File: config.mk
export PLATFORM = sky130hd
export DESIGN_NAME = aura_mixer
export DESIGN_NICKNAME = d
export VERILOG_FILES = /design/src/rtl/aura_pkg.sv /design/src/rtl/aura_mix_sat.sv /design/src/rtl/aura_mixer.sv
export SDC_FILE = /design/constraint.sdc
export NUM_CORES = 1
export LEC_CHECK = 0
export CAP_MARGIN = 20
export CORE_AREA = 2 2 216 218
export DETAILED_ROUTE_END_ITERATION = 12
export DIE_AREA = 0 0 218 220
export SLEW_MARGIN = 20
export SYNTH_ARGS = -nofsm -noshare
export SYNTH_HDL_FRONTEND = slang
export SYNTH_SLANG_ARGS = --single-unit
File: constraint.sdc
create_clock -name clk -period 13.5 [get_ports clk]
set_input_delay 3.375 -clock clk [delete_from_list [all_inputs] [get_ports clk]]
set_output_delay 3.375 -clock clk [all_outputs]
set_load 0.005 [all_outputs]
File: src/rtl/aura_pkg.sv
// Shared constants and width helpers for the AURA stereo mixer.
package aura_pkg;

    localparam logic [4:0] AddrStatus = 5'h1E;
    localparam logic [4:0] AddrCtrl   = 5'h1F;

    localparam int unsigned StatusClipL   = 0;
    localparam int unsigned StatusClipR   = 1;
    localparam int unsigned StatusOverrun = 2;

    localparam int unsigned CtrlMute = 0;
    localparam int unsigned CtrlMono = 1;

    function automatic int unsigned clog2(input int unsigned value);
        int unsigned res;
        int unsigned pow;
        res = 0;
        pow = 1;
        while (pow < value) begin
            pow = pow << 1;
            res = res + 1;
        end
        return res;
    endfunction

    // Sum of NCHAN full-scale products can never exceed this width.
    function automatic int unsigned acc_width(input int unsigned sw, input int unsigned gw,
                                              input int unsigned nchan);
        return sw + gw + 1 + clog2(nchan);
    endfunction

endpackage

File: src/rtl/aura_mix_sat.sv
// Scales a mix accumulator back to sample range (floor shift) and saturates it.
module aura_mix_sat
    import aura_pkg::*;
#(
    parameter int unsigned AW = 26,
    parameter int unsigned SW = 16,
    parameter int unsigned GW = 8
) (
    input  logic signed [AW-1:0] acc_i,
    output logic signed [SW-1:0] sat_o,
    output logic                 clip_o
);

    logic signed [AW-1:0] shifted;
    logic [AW-SW:0]       hi;

    assign shifted = acc_i >>> (GW - 1);
    assign hi      = shifted[AW-1:SW-1];

    // In range exactly when every bit above the sample MSB repeats the sign.
    always_comb begin
        clip_o = !((hi == '0) || (hi == '1));
        if (!clip_o) begin
            sat_o = shifted[SW-1:0];
        end else if (shifted[AW-1]) begin
            sat_o = {1'b1, {(SW-1){1'b0}}};
        end else begin
            sat_o = {1'b0, {(SW-1){1'b1}}};
        end
    end

endmodule

File: src/rtl/aura_mixer.sv
// N-channel stereo mixer: snapshot on tick, serial MAC over channels, scale/saturate, output.
module aura_mixer
    import aura_pkg::*;
#(
    parameter int unsigned   NCHAN      = 2,
    parameter int unsigned   SW         = 16,
    parameter int unsigned   GW         = 8,
    parameter logic [GW-1:0] RESET_GAIN = 8'h40
) (
    input  logic                clk,
    input  logic                reset,
    input  logic                tick_i,
    input  logic [NCHAN*SW-1:0] l_chan_i,
    input  logic [NCHAN*SW-1:0] r_chan_i,
    output logic [SW-1:0]       l_chan_o,
    output logic [SW-1:0]       r_chan_o,
    output logic                valid_o,
    output logic                busy_o,
    input  logic [4:0]          reg_addr_i,
    input  logic                reg_wr_i,
    input  logic                reg_rd_i,
    input  logic [7:0]          reg_wdata_i,
    output logic [7:0]          reg_rdata_o
);

    localparam int unsigned AW   = acc_width(SW, GW, NCHAN);
    localparam int unsigned PW   = SW + GW + 1;
    localparam int unsigned SW1  = SW + 1;
    localparam int unsigned IdxW = (clog2(NCHAN) > 0) ? clog2(NCHAN) : 1;

    localparam logic [1:0] StIdle = 2'd0;
    localparam logic [1:0] StAcc  = 2'd1;
    localparam logic [1:0] StSat  = 2'd2;

    logic [1:0]           state_q, state_d;
    logic [IdxW-1:0]      idx_q;
    logic signed [AW-1:0] acc_l_q, acc_r_q;
    logic signed [SW-1:0] snap_l_q [NCHAN];
    logic signed [SW-1:0] snap_r_q [NCHAN];
    logic [GW-1:0]        snap_gl_q [NCHAN];
    logic [GW-1:0]        snap_gr_q [NCHAN];
    logic [GW-1:0]        gain_l_q [NCHAN];
    logic [GW-1:0]        gain_r_q [NCHAN];
    logic [2:0]           status_q, status_d;
    logic [1:0]           ctrl_q;
    logic [7:0]           rdata;

    logic signed [PW-1:0]  prod_l, prod_r;
    logic signed [SW-1:0]  sat_l, sat_r, out_l, out_r;
    logic signed [SW1-1:0] mono_sum;
    logic                  clip_l, clip_r;

    assign busy_o = (state_q != StIdle);

    always_comb begin
        state_d = state_q;
        unique case (state_q)
            StIdle:  if (tick_i) state_d = StAcc;
            StAcc:   if (idx_q == IdxW'(NCHAN - 1)) state_d = StSat;
            StSat:   state_d = StIdle;
            default: state_d = StIdle;
        endcase
    end

    // Gain is zero-extended so the product stays signed on the sample side only.
    assign prod_l = PW'(snap_l_q[idx_q]) * PW'($signed({1'b0, snap_gl_q[idx_q]}));
    assign prod_r = PW'(snap_r_q[idx_q]) * PW'($signed({1'b0, snap_gr_q[idx_q]}));

    aura_mix_sat #(.AW(AW), .SW(SW), .GW(GW)) u_sat_l (
        .acc_i  (acc_l_q),
        .sat_o  (sat_l),
        .clip_o (clip_l)
    );

    aura_mix_sat #(.AW(AW), .SW(SW), .GW(GW)) u_sat_r (
        .acc_i  (acc_r_q),
        .sat_o  (sat_r),
        .clip_o (clip_r)
    );

    assign mono_sum = SW1'(sat_l) + SW1'(sat_r);

    always_comb begin
        out_l = sat_l;
        out_r = sat_r;
        if (ctrl_q[CtrlMute]) begin
            out_l = '0;
            out_r = '0;
        end else if (ctrl_q[CtrlMono]) begin
            out_l = mono_sum[SW:1];
            out_r = mono_sum[SW:1];
        end
    end

    always_ff @(posedge clk) begin
        if (reset) begin
            state_q  <= StIdle;
            idx_q    <= '0;
            acc_l_q  <= '0;
            acc_r_q  <= '0;
            l_chan_o <= '0;
            r_chan_o <= '0;
            valid_o  <= 1'b0;
        end else begin
            state_q <= state_d;
            valid_o <= 1'b0;
            unique case (state_q)
                StIdle: begin
                    acc_l_q <= '0;
                    acc_r_q <= '0;
                    idx_q   <= '0;
                end
                StAcc: begin
                    acc_l_q <= acc_l_q + AW'(prod_l);
                    acc_r_q <= acc_r_q + AW'(prod_r);
                    idx_q   <= idx_q + IdxW'(1);
                end
                StSat: begin
                    l_chan_o <= out_l;
                    r_chan_o <= out_r;
                    valid_o  <= 1'b1;
                end
                default: ;
            endcase
        end
    end

    always_ff @(posedge clk) begin
        if (state_q == StIdle && tick_i) begin
            for (int k = 0; k < NCHAN; k++) begin
                snap_l_q[k]  <= l_chan_i[k*SW +: SW];
                snap_r_q[k]  <= r_chan_i[k*SW +: SW];
                snap_gl_q[k] <= gain_l_q[k];
                snap_gr_q[k] <= gain_r_q[k];
            end
        end
    end

    // Set events win over a coincident write-1-clear.
    always_comb begin
        status_d = status_q;
        if (reg_wr_i && reg_addr_i == AddrStatus) begin
            status_d = status_q & ~reg_wdata_i[2:0];
        end
        if (state_q == StSat && clip_l) status_d[StatusClipL] = 1'b1;
        if (state_q == StSat && clip_r) status_d[StatusClipR] = 1'b1;
        if (tick_i && state_q != StIdle) status_d[StatusOverrun] = 1'b1;
    end

    always_comb begin
        rdata = '0;
        for (int k = 0; k < NCHAN; k++) begin
            if (reg_addr_i == 5'(2 * k)) rdata = 8'(gain_l_q[k]);
            if (reg_addr_i == 5'(2 * k + 1)) rdata = 8'(gain_r_q[k]);
        end
        if (reg_addr_i == AddrStatus) rdata = {5'b0, status_q};
        if (reg_addr_i == AddrCtrl) rdata = {6'b0, ctrl_q};
    end

    always_ff @(posedge clk) begin
        if (reset) begin
            for (int k = 0; k < NCHAN; k++) begin
                gain_l_q[k] <= RESET_GAIN;
                gain_r_q[k] <= RESET_GAIN;
            end
            status_q    <= '0;
            ctrl_q      <= '0;
            reg_rdata_o <= '0;
        end else begin
            for (int k = 0; k < NCHAN; k++) begin
                if (reg_wr_i && reg_addr_i == 5'(2 * k)) gain_l_q[k] <= reg_wdata_i[GW-1:0];
                if (reg_wr_i && reg_addr_i == 5'(2 * k + 1)) gain_r_q[k] <= reg_wdata_i[GW-1:0];
            end
            if (reg_wr_i && reg_addr_i == AddrCtrl) ctrl_q <= reg_wdata_i[1:0];
            status_q <= status_d;
            if (reg_rd_i) reg_rdata_o <= rdata;
        end
    end

endmodule
**After elaboration in Yosys (flattened, before gate mapping)**

Memory sizes are Yosys's and may differ from the RTL's. A register that Yosys moved wholly into a read port is not among the register bits.
Cells that the tools add are included.

- Add/sub/neg operators: 4
- $mul: 2
- Eq/ne operators: 11
- Mux-type cells: 53
- Bitwise logic cells: 6
- Reduce and logical (&&, ||, !) cells: 24

Operators by type and width:

| kind | count |
|---|---|
| $mux W16 | 8 |
| $pmux W26 S2 | 2 |
| $mux W8 | 10 |
| $add A26 B25 Y26 | 2 |
| $mul A16 B9 Y25 | 2 |
| $mux W1 | 28 |
| $eq A11 B11 Y1 const B | 2 |
| $logic_not A11 Y1 | 2 |
| $add A16 B16 Y17 | 1 |
| $eq A5 B2 Y1 const B | 2 |
| $eq A5 B5 Y1 const B | 2 |
| $logic_and A1 B1 Y1 | 10 |
| $reduce_bool A2 Y1 | 5 |
| $eq A5 B1 Y1 const B | 1 |
| $logic_not A5 Y1 | 1 |
| $mux W2 | 2 |
| $ne A2 B2 Y1 const B | 2 |
| $or A1 B1 Y1 | 4 |
| $pmux W2 S2 | 1 |
| $and A3 B3 Y3 | 1 |
| $mux W3 | 1 |
| $not A3 Y3 | 1 |
| $eq A2 B1 Y1 const B | 1 |
| $eq A2 B2 Y1 const B | 1 |
| 6 further kinds | 8 |

- Register bits: 101
- RAM bits: 128
- Input bits: 82
- Output and inout port bits: 42
- Logic and storage cells: 118
- Memories kept: 6

Memories:

| memory | words | width | read ports | clocked after memory_dff | wr ports | RTL line | RTL |
|---|---|---|---|---|---|---|---|
| snap_l_q | 2 | 16 | 1 | 1 | 2 | aura_mixer.sv:38 | `logic signed [SW-1:0] snap_l_q [NCHAN];` |
| snap_r_q | 2 | 16 | 1 | 1 | 2 | aura_mixer.sv:39 | `logic signed [SW-1:0] snap_r_q [NCHAN];` |
| gain_l_q | 2 | 8 | 2 | 0 | 2 | aura_mixer.sv:42 | `logic [GW-1:0] gain_l_q [NCHAN];` |
| gain_r_q | 2 | 8 | 2 | 0 | 2 | aura_mixer.sv:43 | `logic [GW-1:0] gain_r_q [NCHAN];` |
| snap_gl_q | 2 | 8 | 1 | 1 | 2 | aura_mixer.sv:40 | `logic [GW-1:0] snap_gl_q [NCHAN];` |
| snap_gr_q | 2 | 8 | 1 | 1 | 2 | aura_mixer.sv:41 | `logic [GW-1:0] snap_gr_q [NCHAN];` |

**Longest topological paths before layout**

Gate-level depths: netlist (run 1).

- Word-level depth: 7
- Mapped depth: 24
- Mapped depth without buffers: 21

**By module**

From an unflattened synthesis (run 1), not the netlist that was laid out.

- Cell total of the unflattened synthesis: 2,105
- Area, all modules: 20,644.8 sq um

Modules (own cells, without submodules):

| module | instances | cells each | area an instance (sq um) | seq. area each (sq um) |
|---|---|---|---|---|
| aura_mixer | 1 | 1,987 | 19,869.1 | 5,885.6 |
| aura_mix_sat | 2 | 59 | 387.9 | 0.0 |

**Worst setup path before layout (run 1)**

No wires, ideal clock.

- Path kind: input-to-reg
- Start: input tick_i
- End: memory snap_gl_q[0][0], enable pin
- Library setup time: 551 ps
- Data arrival time: 7,378 ps
- Data required time: 12,949 ps
- Slack: 5,571 ps
- Stages: 2
- Buffers on the path: 0
- Cells stage by stage: inv_1 > nor2_1

RTL lines:

| item | RTL line | RTL |
|---|---|---|
| from (decl) | aura_mixer.sv:12 | `input logic tick_i,` |
| to (decl) | aura_mixer.sv:40 |  |

==> results summary, run 1 <==
The worst register-to-register path ends at acc_l_q[24]$_SDFFE_PP0N_. The final hold slack is around 0.47 ns. The final period utilization is 0.525. The number of nets with antenna violations after routing came out at 0. The netlist area before placement came out at 0.0204 mm2. The initial cell density of the core is 0.445. At the worst endpoint, the required time is ~14 ns. The analysis attributes to net switching a power of 0.00299 W. Walking the worst path, the cells encountered are buf_4 -> mux2_2 -> inv_1 -> nor2_1 -> fa_1 -> fa_1 -> fa_1 -> fa_1 -> inv_1 -> fa_1 -> inv_1 -> ha_1 -> and3_1 -> and3_1 -> nand4_1 -> o22ai_1 -> o31ai_2 -> or4_1 -> nand3_1. The count of TritonRoute iterations in the first routing pass came out at 5. Setup repair after global routing left no endpoint under its margin. The initial antenna violation count came to 0.

The total half-perimeter wirelength after legalization and detailed placement came out at 38800 um. The internal portion of the total power is 0.00329 W. The final wirelength came out at 47600 um. The total stage count of the critical path is 19.

The count of mapped cells out of synthesis came out at 2053. The critical path is of the flop to flop type. The number of inserted diodes is 0. The first-pass GRT wire length is slightly below 80000 um. Of the total power, the share spent switching nets is 0.476. In this design, the largest share of critical-path delay is due to adder cells. The data arrival at the endpoint of the critical path came out at 7.58 ns. In the synthesized netlist the dominant register cell turns out to be sky130_fd_sc_hd__edfxtp_1. The total of cells resized after clock tree synthesis is 0. The initial DRC count came out at 836. The pin count of the biggest net entering global routing came out at 66. The worst setup path is captured at a flop.

In the final layout, the share of cells above drive strength 1 is 0.0673. The clock network fraction of total power came out at 0.122. CTS placed an instance of sky130_fd_sc_hd__clkbuf_16 at the clock tree root.

In this design, the critical path's most frequently occurring cell is sky130_fd_sc_hd__fa_1. The last weighted congestion value of the routability-driven placer came out at 0.910. The final net count is 2615.

The area growth from synthesis to final layout came out at 13.7%. The setup fix buffers added after clock tree synthesis is 0. The flip-flop and latch count after synthesis came out at 230. The headroom to the max-slew limit came out at 0.240. The share of the Yosys chip area taken by registers is 0.289. The number of hold violations in the final report was 0. The library cell used most frequently in the layout, excluding fill and tap cells, is sky130_fd_sc_hd__inv_1. The number of buffers and inverters on the critical path is 4. The maximum vdd drop is 219 uV. Yosys mapped a number of flops with a built-in enable equal to approximately 130.

The final clock skew came out at roughly 0.013 ns. The core area came out at around 0.046 mm2. The setup-violating endpoint count in the final report came out at 0. The number of buffers added to fix hold violations after cts came out at 0. The average footprint of a synthesized cell came out at between 9 and 10 um2.

In this run the number of H-tree levels came out at 1. For this design the top-level I/O count stands at ~120. The largest buffer count on any clock path is 3.

On the critical path, the stage with the largest delay is an instance of sky130_fd_sc_hd__dfxtp_4. The slew of the pin with the lowest slew margin is around 1.1 ns. The slack of the worst reg-to-reg path is 6.41 ns.

The via count of the first global-routing pass came to ~15000. The clock reaches the later pin of the worst-skew pair after 0.55 ns. Using the TritonRoute via totals, the vias-per-cell ratio works out to ~5.3. The total global routing overflow is 0. The sequential cell fraction of total power came out at 0.135. The number of remaining DRC errors is 0. The die boundary height came out at 220 um. The final critical-path required period is 7.09 ns. The destination of the critical timing path is acc_l_q[24]$_SDFFE_PP0N_. The register clock-pin slew on the reported worst setup and hold paths came out at 0.06 ns.

TritonCTS built the clock tree. The die footprint is between 0.04 and 0.05 mm2. Of all flip-flops after synthesis, the portion carrying an async set or reset was 0. The maximum fanout along the worst path came out at 42.

The routed wirelength normalized by instance count came out at 17.1 um. The clock sink count came out at 230. For this run, the total global-route usage over all layers was measured as 0.204. Of the total power, combinational logic draws 0.742. The power per unit of standard cell area came out at 270 mW/mm2.

For this run, the slowest stage of the critical path takes 0.75 ns. The final setup TNS came out at 0 ns. The run finished with clean final reports. The worst hold path belongs to the class flop to flop. The distinct cell type count after synthesis came out at 76. The number of vias in the routed layout is 14600. The post-synth net total is 2517. In the layout the commonest cells are sky130_fd_sc_hd__inv_1 (367), sky130_fd_sc_hd__fa_1 (251), sky130_fd_sc_hd__nor2_1 (197). The number of I/O port buffers came out at between 100 and 150. The number of warnings printed during yosys synthesis is 0. STA classifies the critical path startpoint as a flop.

The leakage power summed over all cells is 10.4 nW. The max-capacitance violation count is 0. The cell depth of the worst flop-to-flop path came out at 19. The die width is approximately 220 um. The number of buffers added by the clock tree synthesis step is 26. The fmax came out at 0.141 GHz. In this run the core area contains 79 standard-cell rows. The count of pins over their slew limit came out at 0.
-- through the flow --
step | std cells | setup slack (ns) | total power [W] | utilization | area (um2)
after floorplan | 2053 | 5.57 | 0.00466 | - | 20400
after global placement | 2729 | 6.41 | 0.00546 | 0.485 | 22200
after detailed placement | 2729 | 6.21 | 0.00552 | 0.485 | 22200
after CTS | 2777 | 6.18 | 0.00633 | 0.505 | 23200
after global routing | 2778 | 5.94 | 0.00702 | 0.506 | 23200
final | 2778 | 6.41 | 0.00628 | 0.506 | 23200
-- Yosys cell counts, types with 15 or more instances --
library cell | instances | share of area
sky130_fd_sc_hd__inv_1 | 367 | 0.068
sky130_fd_sc_hd__fa_1 | 251 | 0.25
sky130_fd_sc_hd__nor2_1 | 199 | 0.037
sky130_fd_sc_hd__nand2_1 | 177 | 0.033
sky130_fd_sc_hd__ha_1 | 131 | 0.080
sky130_fd_sc_hd__edfxtp_1 | 128 | 0.19
sky130_fd_sc_hd__dfxtp_1 | 102 | 0.10
sky130_fd_sc_hd__a21oi_1 | 79 | 0.019
sky130_fd_sc_hd__clkbuf_1 | 54 | 0.0099
sky130_fd_sc_hd__mux2i_1 | 53 | 0.026
sky130_fd_sc_hd__o21ai_0 | 48 | 0.012
sky130_fd_sc_hd__a21o_1 | 42 | 0.015
sky130_fd_sc_hd__mux2_2 | 42 | 0.023
sky130_fd_sc_hd__xnor2_1 | 34 | 0.015
sky130_fd_sc_hd__o22ai_1 | 23 | 0.0071
sky130_fd_sc_hd__nand2b_1 | 21 | 0.0064
sky130_fd_sc_hd__nand3_1 | 20 | 0.0049
sky130_fd_sc_hd__nor3_1 | 20 | 0.0049
sky130_fd_sc_hd__a22oi_1 | 19 | 0.0070
sky130_fd_sc_hd__o21a_1 | 18 | 0.0066
sky130_fd_sc_hd__and2_1 | 17 | 0.0052
sky130_fd_sc_hd__xor2_1 | 15 | 0.0064
-- sequential cells by signal (all words and copies together), names as in the netlist, named ones only --
register,count
snap_l_q,32
r_chan_o,16
acc_r_q,26
state_q,2
snap_gr_q,16
gain_l_q,16
snap_r_q,32
idx_q,1
ctrl_q,2
status_q,3
acc_l_q,26
gain_r_q,16
valid_o,1
reg_rdata_o,8
snap_gl_q,16
l_chan_o,16
-- power by group through the flow --
| stage | Clock, W | Sequential, W | Combinational [W] |
|---|---|---|---|
| 2_1_floorplan | 0 | 0.000843 | 0.00381 |
| 3_3_place_gp | 0 | 0.000864 | 0.00460 |
| 3_5_place_dp | 0 | 0.000864 | 0.00465 |
| 4_1_cts | 0.000785 | 0.000850 | 0.00470 |
| 5_1_grt | 0.000810 | 0.000855 | 0.00536 |
| 6_report | 0.000767 | 0.000849 | 0.00466 |
-- routing by layer --
| layer | vias up | wire, um | track usage |
|---|---|---|---|
| li1 | 6962 | - | - |
| met1 | 7323 | 22400 | 0.293 |
| met4 | 0 | 930 | 0.0426 |
| met3 | 55 | 2480 | 0.0280 |
| met2 | 297 | 21700 | 0.328 |
| met5 | - | 0 | 0 |
-- worst reg2reg max path, cell delays in order, from the launching register on --
cell	delay [ns]
sky130_fd_sc_hd__dfxtp_4	0.75
sky130_fd_sc_hd__buf_4	0.65
sky130_fd_sc_hd__mux2_2	0.61
sky130_fd_sc_hd__inv_1	0.26
sky130_fd_sc_hd__nor2_1	0.11
sky130_fd_sc_hd__fa_1	0.58
sky130_fd_sc_hd__fa_1	0.45
sky130_fd_sc_hd__fa_1	0.45
sky130_fd_sc_hd__fa_1	0.51
sky130_fd_sc_hd__inv_1	0.05
sky130_fd_sc_hd__fa_1	0.47
sky130_fd_sc_hd__inv_1	0.04
sky130_fd_sc_hd__ha_1	0.41
sky130_fd_sc_hd__and3_1	0.25
sky130_fd_sc_hd__and3_1	0.27
sky130_fd_sc_hd__nand4_1	0.12
sky130_fd_sc_hd__o22ai_1	0.41
sky130_fd_sc_hd__o31ai_2	0.16
sky130_fd_sc_hd__or4_1	0.41
sky130_fd_sc_hd__nand3_1	0.08
-- area by class of cell --
| cell class | instances | area, um2 |
|---|---|---|
| clock buffers | 32 | 737 |
| well taps | 607 | 759 |
| clock inverters | 16 | 200 |
| repair buffers | 138 | 1340 |
| fillers | 4259 | 22700 |
| inverters | 367 | 1380 |
| multi-input cells | 1388 | 12900 |
| flip-flops and latches | 230 | 5890 |
-- cells by family after synthesis --
group                    Yosys count  share of synthesized area
flip-flops                       230                      0.289
AND/OR/NAND/NOR                  522                      0.113
multiplexers                     103                     0.0580
adder cells (fa/ha/maj)          382                      0.327
XOR/XNOR                          50                     0.0218
buffers and inverters            435                     0.0806
AO/OA/AOI/OAI                    331                      0.112
-- worst min path at each step --
stage / slack, ns / cells past startpoint / start / to
2_1_floorplan: 0.42 / 0 / gain_l_q[0][8]$_DFFE_PP_ / snap_gl_q[1][0]$_DFFE_PP_
3_3_place_gp: 0.45 / 2 / acc_l_q[2]$_SDFFE_PP0N_ / acc_l_q[2]$_SDFFE_PP0N_
3_5_place_dp: 0.46 / 2 / acc_r_q[2]$_SDFFE_PP0N_ / acc_r_q[2]$_SDFFE_PP0N_
4_1_cts: 0.47 / 2 / status_q[2]$_SDFFE_PP0P_ / status_q[2]$_SDFFE_PP0P_
5_1_grt: 0.48 / 2 / status_q[2]$_SDFFE_PP0P_ / status_q[2]$_SDFFE_PP0P_
6_report: 0.47 / 2 / reg_rdata_o[7]$_SDFFE_PP0P_ / reg_rdata_o[7]$_SDFFE_PP0P_
Power figures use the tool's default switching activity.
==> run 2: changes to the inputs <==
PLACE_DENSITY = 0.65   (was unset)
clock period = 5.7 ns   (was 13.5 ns; I/O delays follow)
==> run 2 against run 1 <==
  * The flow now finishes with violations (negative setup slack)
  * Clock skew increased by 0.0046 ns
  * Cell area is 9.2% higher
  * Routed wire length is 7.5% higher
  * Largest power group unchanged
==> results summary, run 2 (synthesized netlist as in run 1, its figures left out) <==
The flow ran to the end, but the final reports show violations. The final reports fail on negative setup slack. The data arrival at the endpoint of the critical path came out at 6.14 ns.

The largest registers in the layout are snap_l_q x32, snap_r_q x32. The area of all sequential standard cells came out at 0.00589 mm2. The final hold slack came out at approximately 0.46 ns. The area growth from synthesis to final layout came out at 24.2%. The kind of start point of the critical path is a flop. For this run, the slowest stage of the critical path takes roughly 0.55 ns. The share of total power dissipated in sequential elements is 0.114. The count of pins over their slew limit was 0. The pin count of the biggest net entering global routing came out at between 40 and 50.

Hold repair after CTS inserted 0 buffers. Among all stages on the critical path, the largest delay is contributed by sky130_fd_sc_hd__fa_1. The library cell used most frequently in the layout, excluding fill and tap cells, is sky130_fd_sc_hd__inv_1.

The worst setup path is of the flop to flop kind. The signal on the critical path passes through buf_12 -> buf_12 -> mux2i_4 -> buf_6 -> buf_4 -> nor2_1 -> fa_2 -> fa_1 -> inv_2 -> fa_1 -> inv_2 -> fa_1 -> inv_1 -> fa_1 -> inv_2 -> ha_4 -> nand4_1 -> nor4_2 -> nor2_2 -> a21oi_1 -> o211ai_1 -> a21oi_1 -> xnor2_1 -> o22ai_1. The total global routing overflow is 0. The clock network latency to the later pin of the worst-skew pair came out at 0.56 ns.

The number of remaining DRC errors is 0. The average via count per standard cell is 5.31. The fraction of final layout cells sized beyond drive strength 1 is 0.170. Among the stages of the critical path, the cell type that occurs most often is sky130_fd_sc_hd__fa_1. The initial DRC count came out at approximately 1000. The max-capacitance violation count came out at 0. The fmax came out at 0.175 GHz. IR analysis of the VDD net gives a maximum drop of 648 uV.

The core occupancy in the finished layout is 0.553. The floorplan step set the die height to 220 um. The first-pass GRT wire length is approximately 80000 um.

The initial utilization of the core area, before any placement, comes to 0.445. Data on the critical path is required at its endpoint by 6.13 ns. Adding up every negative setup slack in the final design gives -0.0156 ns.

The share of total power dissipated in combinational logic is 0.789. The slew of the pin with the lowest slew margin is 1.07 ns. The die width came out at around 220 um.

TritonCTS built the clock tree. The top cell types in the final layout, fill and taps aside, are sky130_fd_sc_hd__inv_1 (360), sky130_fd_sc_hd__fa_1 (241), sky130_fd_sc_hd__nor2_1 (193). The min-delay analysis places its worst path in the category flop to flop. The final critical-path required period is 5.71 ns. The clock passes through at most 3 buffers.

Timing analysis after detailed placement gives a worst setup slack of -0.170 ns. The number of core rows is 79. The H-tree level count is 1. The final-layout fill cell count is around 4000. The register clock-pin slew on the reported worst setup and hold paths came out at roughly 0.06 ns. The design internal power came out at 0.00969 W.

The final period utilization came out at 1.00. The headroom to the max-slew limit is 0.281. The final net count came out at approximately 2800. The number of placed cells counting well taps is 2855. The region available for standard cell placement spans around 0.046 mm2.

The number of antenna diodes in the final layout is 0. The finished layout holds 2934 standard cells, fillers aside. The net switching power is between 0.008 and 0.009 W. The root buffer cell chosen for the clock tree is sky130_fd_sc_hd__clkbuf_16. The routed wirelength normalized by instance count is about 17 um.

The kind of end point of the critical path is a flop. Summing all multi-input logic gate instances after layout gives roughly 0.014 mm2. Before antenna repair, the detailed router went through 5 iterations.

The power per unit of standard cell area came out at 699 mW/mm2. The die footprint is 0.0480 mm2. Summed over all cells, the static leakage comes to approximately 11 nW. Of the total power, the clock network draws 0.098. The final clock skew is 0.0176 ns.

Setup repair after global routing could not meet its margin everywhere. The total global-route track usage is 0.210. The final wirelength came out at 51100 um. Detailed placement ended at an HPWL of 39400 um. The maximum fanout along the worst path came out at 6. Of the total power, the share spent switching nets is 0.453. The setup-violating endpoint count in the final report is 2. The final worst setup slack came out at -0.0133 ns. The number of hold violations in the final report is 0. Summing over every cut layer, the via total after detailed routing is 15600. The last weighted congestion value of the routability-driven placer came out at 0.923. The number of buffers added by the clock tree synthesis step came out at 26.

The number of I/O port buffers is 123. The clock sink count is 230. The number of nets with antenna violations after routing came out at 0. The initial antenna violation count came to 1. The number of top-level pins came out at 124. The via count of the first global-routing pass came out at 15800.
run 2: changes by cell type in the layout (fill, tap and decap cells not counted), moves of 11 or more:
| cell | before | now |
|---|---|---|
| sky130_fd_sc_hd__ha_4 | 0 | 12 |
| sky130_fd_sc_hd__mux2_4 | 0 | 24 |
| sky130_fd_sc_hd__buf_12 | 0 | 12 |
| sky130_fd_sc_hd__a21oi_1 | 79 | 68 |
| sky130_fd_sc_hd__mux2i_1 | 49 | 32 |
| sky130_fd_sc_hd__ha_1 | 131 | 117 |
| sky130_fd_sc_hd__a21oi_2 | 3 | 14 |
| sky130_fd_sc_hd__buf_4 | 14 | 134 |
| sky130_fd_sc_hd__buf_6 | 0 | 14 |
| sky130_fd_sc_hd__mux2i_4 | 0 | 11 |
| sky130_fd_sc_hd__mux2_2 | 42 | 19 |
run 2: stage by stage:
step / area (um2) / power, W
floorplan: 20400 / 0.0110
global placement: 23300 / 0.0143
detailed placement: 23300 / 0.0146
CTS: 24500 / 0.0166
global route: 25300 / 0.0196
finish: 25300 / 0.0177
run 2: worst paths after layout:
check	slack [ns]	from	endpoint	depth (start not counted)
setup / recovery	-0.01	flop	acc_r_q[18]$_SDFFE_PP0N_	24
hold reg to reg	0.46	l_chan_o[1]$_SDFFE_PP0P_	l_chan_o[1]$_SDFFE_PP0P_	2
hold / removal	0.46	l_chan_o[1]$_SDFFE_PP0P_	l_chan_o[1]$_SDFFE_PP0P_	2
setup reg to reg	-0.01	flop	acc_r_q[18]$_SDFFE_PP0N_	24
run 2: power groups by stage:
stage	Clock [W]	Sequential (W)	Combinational, W
after floorplan	0	0.00199	0.00904
after global placement	0	0.00204	0.0123
after detailed placement	0	0.00204	0.0125
after CTS	0.00176	0.00201	0.0128
after global routing	0.00183	0.00203	0.0157
final	0.00173	0.00201	0.0140
run 2: worst max-delay path, delay by kind of cell, from the launching register on:
| kind | cells | cell delay (ns) |
|---|---|---|
| AOI/OAI and AO/OA | 4 | 0.69 |
| xor gates and xnor gates | 1 | 0.14 |
| adders and majority gates | 6 | 2.69 |
| buffers and inverters | 8 | 0.78 |
| DFF | 1 | 0.39 |
| muxes | 1 | 0.27 |
| and+or+nand+nor | 4 | 0.61 |
run 2: area by class of cell:
cell class              instances  share of cell area
multi-input cells            1389               0.535
flip-flops and latches        230               0.232
repair buffers                293               0.112
inverters                     367              0.0544
clock buffers                  36              0.0329
well taps                     607              0.0300
clock inverters                12             0.00331
run 2: metal layers:
| layer | GRT usage | up-vias | share of wire |
|---|---|---|---|
| met1 | 0.287 | 7825 | 0.44 |
| met4 | 0.0574 | 2 | 0.023 |
| met3 | 0.0291 | 77 | 0.066 |
| li1 | - | 7281 | - |
| met5 | 0 | - | 0.00018 |
| met2 | 0.350 | 381 | 0.48 |
run 2: what timing repair did:
action	4_1_cts	5_1_grt
gates cloned	1	7
setup endpoints to repair	18	29
setup buffers	9	14
pin swaps	5	46
gates resized for setup	34	144
==> run 3: changes to the inputs <==
SKIP_LAST_GASP = 1   (was unset)
==> run 3 against run 2 <==
  * Critical path type unchanged
  * First-iteration DRC count grew 12%
  * Hold slack worse by 0.00051 ns
  * The run still ends with negative setup slack left
  * Largest cell class unchanged
  * Power rose by 0.74%
  * Die area unchanged
  * Routed wire length increased by 1.5%
  * Setup slack better by 0.011 ns
  * Global-route usage unchanged
==> results summary, run 3 (synthesized netlist as in run 1, its figures left out) <==
The flow ran to the end, but the final reports show violations. The final reports fail on negative setup slack. The power per unit of standard cell area came out at about 700 mW/mm2.

The placed standard-cell area is roughly 0.023 mm2. The final wirelength came out at 51900 um. Following the worst setup path forward leads to its endpoint at acc_l_q[23]$_SDFFE_PP0N_. OpenSTA, run right after detailed placement, puts the worst setup slack at -0.170 ns. The final setup TNS is -0.00272 ns.

The count of pins over their slew limit is 0. The H-tree level count came out at 1. The maximum fanout along the worst path came out at 5.

The maximum vdd drop came out at 633 uV. The root cell of the clock tree is sky130_fd_sc_hd__clkbuf_16. The number of I/O port buffers is 123. The first global-routing pass estimated 80300 um of wire.

The routed layout has ~16000 vias. Subtracting the final worst setup slack from the clock period gives about 5.7 ns. The setup-violating endpoint count in the final report is 1.

The total global routing overflow came out at 0. The average via count per standard cell is between 5 and 6. The total global-route track usage is 0.210. The final net count came out at 2788.

The count of TritonRoute iterations in the first routing pass is 5. The min-delay analysis places its worst path in the category flop to flop. The data arrival at the endpoint of the critical path is 6.17 ns. The last weighted congestion value of the routability-driven placer is 0.923. The library cells used most frequently in the layout, excluding fill and tap cells, are sky130_fd_sc_hd__inv_1 (360), sky130_fd_sc_hd__fa_1 (236), sky130_fd_sc_hd__nor2_1 (194). The slack of the worst reg-to-reg path came out at -0.003 ns. At the pin with the least slew margin, the transition time is about 1.1 ns. The initial DRC count is around 1100. In the final layout, the registers with the most flip-flops are snap_l_q x32, snap_r_q x32.

By startpoint and endpoint, the worst setup path is classified as flop to flop. The cell depth of the worst flop-to-flop path came out at 20. After layout, the worst setup slack is -0.00272 ns.

The initial cell density of the core came out at 0.445. The largest buffer count on any clock path is 3. The routed wirelength normalized by instance count is 17.6 um. The clock drives 230 sinks.

Buffers inserted to repair hold after CTS numbered 0. The tightest hold path in the finished design has a slack of around 0.46 ns. The fmax came out at 0.175 GHz. Measured against its own limit, the worst slew margin works out to 0.256. The max-capacitance violation count is 0. The clock network latency to the later pin of the worst-skew pair came out at 0.56 ns. In this run the vertical extent of the chip is 220 um. The number of nets with antenna violations after routing is 0.

The final clock skew came out at 0.0180 ns. Clock-pin slew was measured on the worst setup and hold paths at 0.06 ns. The required time at the endpoint of the critical path is 6.17 ns. The fraction of final layout cells sized beyond drive strength 1 is 0.178. The kind of start point of the critical path is a flop. After routing the design area is 0.0256 mm2. Leaving out fill and tap cells, the most frequent cell in the layout is sky130_fd_sc_hd__inv_1. The endpoint identified for the worst register-to-register timing path is acc_l_q[23]$_SDFFE_PP0N_.

The number of inserted diodes came out at 0. The die footprint is 0.0480 mm2. The total half-perimeter wirelength after legalization and detailed placement came out at about 39000 um. The pin count of the biggest net entering global routing is 49.

The number of remaining DRC errors is 0. STA classifies the critical path endpoint as a flop. The number of buffers added by the clock tree synthesis step is 26.

The die width came out at 218 um. The via count of the first global-routing pass is 15800. The area growth from synthesis to layout is 25.4%. For this design the static power due to leakage is 11.5 nW. The TritonCTS clock tree is built.

The core occupancy in the finished layout came out at 0.558. Dividing the final minimum period by the clock period gives 1.00. The number of hold violations in the final report came out at 0.

Setup repair after global routing could not meet its margin everywhere. The initial antenna violation count is 1. The core region is approximately 0.046 mm2. about 120 I/O pins were placed. The number of core rows is 79.
run 3: changes by cell type in the layout (fill, tap and decap cells not counted), moves of 3 or more:
cell,delta
sky130_fd_sc_hd__buf_6,-3
sky130_fd_sc_hd__mux2i_4,+3
sky130_fd_sc_hd__fa_1,-5
sky130_fd_sc_hd__buf_12,+3
sky130_fd_sc_hd__mux2_2,-4
sky130_fd_sc_hd__mux2_4,+4
sky130_fd_sc_hd__mux2i_2,-3
sky130_fd_sc_hd__buf_8,+3
sky130_fd_sc_hd__buf_4,+14
sky130_fd_sc_hd__fa_2,+5
run 3: through the flow:
stage                     cells  total power, W
after floorplan            2053          0.0110
after global placement     2855          0.0143
after detailed placement   2855          0.0146
after CTS                  2913          0.0166
after global routing       2951          0.0197
final                      2951          0.0179
run 3: layout make-up:
type	count	area [um2]
fillers	3926	20300
multi-input cells	1389	13600
flip-flops and latches	230	5890
repair buffers	310	3020
inverters	367	1380
clock buffers	36	833
well taps	607	759
clock inverters	12	83.8
run 3: repair_timing:
action | CTS | global route
gates cloned | 1 | 7
setup endpoints to repair | 18 | 29
pin swaps | 3 | 72
gates resized for setup | 34 | 159
buffers inserted | 9 | 31
run 3: routing by layer:
metal | wire (um) | track usage
met3 | 3370 | 0.0291
met2 | 24700 | 0.350
met5 | 13 | 0
met4 | 1210 | 0.0574
met1 | 22600 | 0.287
run 3: report_power, final:
group,total [W],switching [W],internal [W]
registers,0.00202,0.000106,0.00191
logic,0.0141,0.00727,0.00683
clock network,0.00174,0.000710,0.00103
total,0.0179,0.00809,0.00977
run 3: worst min path at each step:
| stage | from | end | slack, ns | depth (start not counted) |
|---|---|---|---|---|
| 6_report | l_chan_o[1]$_SDFFE_PP0P_ | l_chan_o[1]$_SDFFE_PP0P_ | 0.46 | 2 |
| 5_1_grt | r_chan_o[3]$_SDFFE_PP0P_ | r_chan_o[3]$_SDFFE_PP0P_ | 0.49 | 2 |
| 4_1_cts | status_q[2]$_SDFFE_PP0P_ | status_q[2]$_SDFFE_PP0P_ | 0.46 | 2 |
| 3_5_place_dp | l_chan_o[15]$_SDFFE_PP0P_ | l_chan_o[15]$_SDFFE_PP0P_ | 0.45 | 2 |
| 3_3_place_gp | acc_l_q[5]$_SDFFE_PP0N_ | acc_l_q[5]$_SDFFE_PP0N_ | 0.44 | 2 |
| 2_1_floorplan | gain_l_q[0][8]$_DFFE_PP_ | snap_gl_q[1][0]$_DFFE_PP_ | 0.42 | 0 |
run 3: worst max-delay path: stages (launching register included):
cell,delay [ns]
sky130_fd_sc_hd__dfxtp_4,0.39
sky130_fd_sc_hd__buf_12,0.16
sky130_fd_sc_hd__clkbuf_16,0.17
sky130_fd_sc_hd__mux2i_2,0.33
sky130_fd_sc_hd__nor2_1,0.12
sky130_fd_sc_hd__fa_1,0.53
sky130_fd_sc_hd__fa_1,0.57
sky130_fd_sc_hd__fa_1,0.43
sky130_fd_sc_hd__fa_1,0.49
sky130_fd_sc_hd__inv_1,0.05
sky130_fd_sc_hd__fa_1,0.48
sky130_fd_sc_hd__inv_1,0.05
sky130_fd_sc_hd__ha_1,0.32
sky130_fd_sc_hd__nand3_1,0.11
sky130_fd_sc_hd__o211ai_1,0.13
sky130_fd_sc_hd__or3_4,0.36
sky130_fd_sc_hd__o221ai_4,0.19
sky130_fd_sc_hd__a21boi_2,0.10
sky130_fd_sc_hd__o221a_2,0.25
sky130_fd_sc_hd__o21a_1,0.18
sky130_fd_sc_hd__o32ai_2,0.20
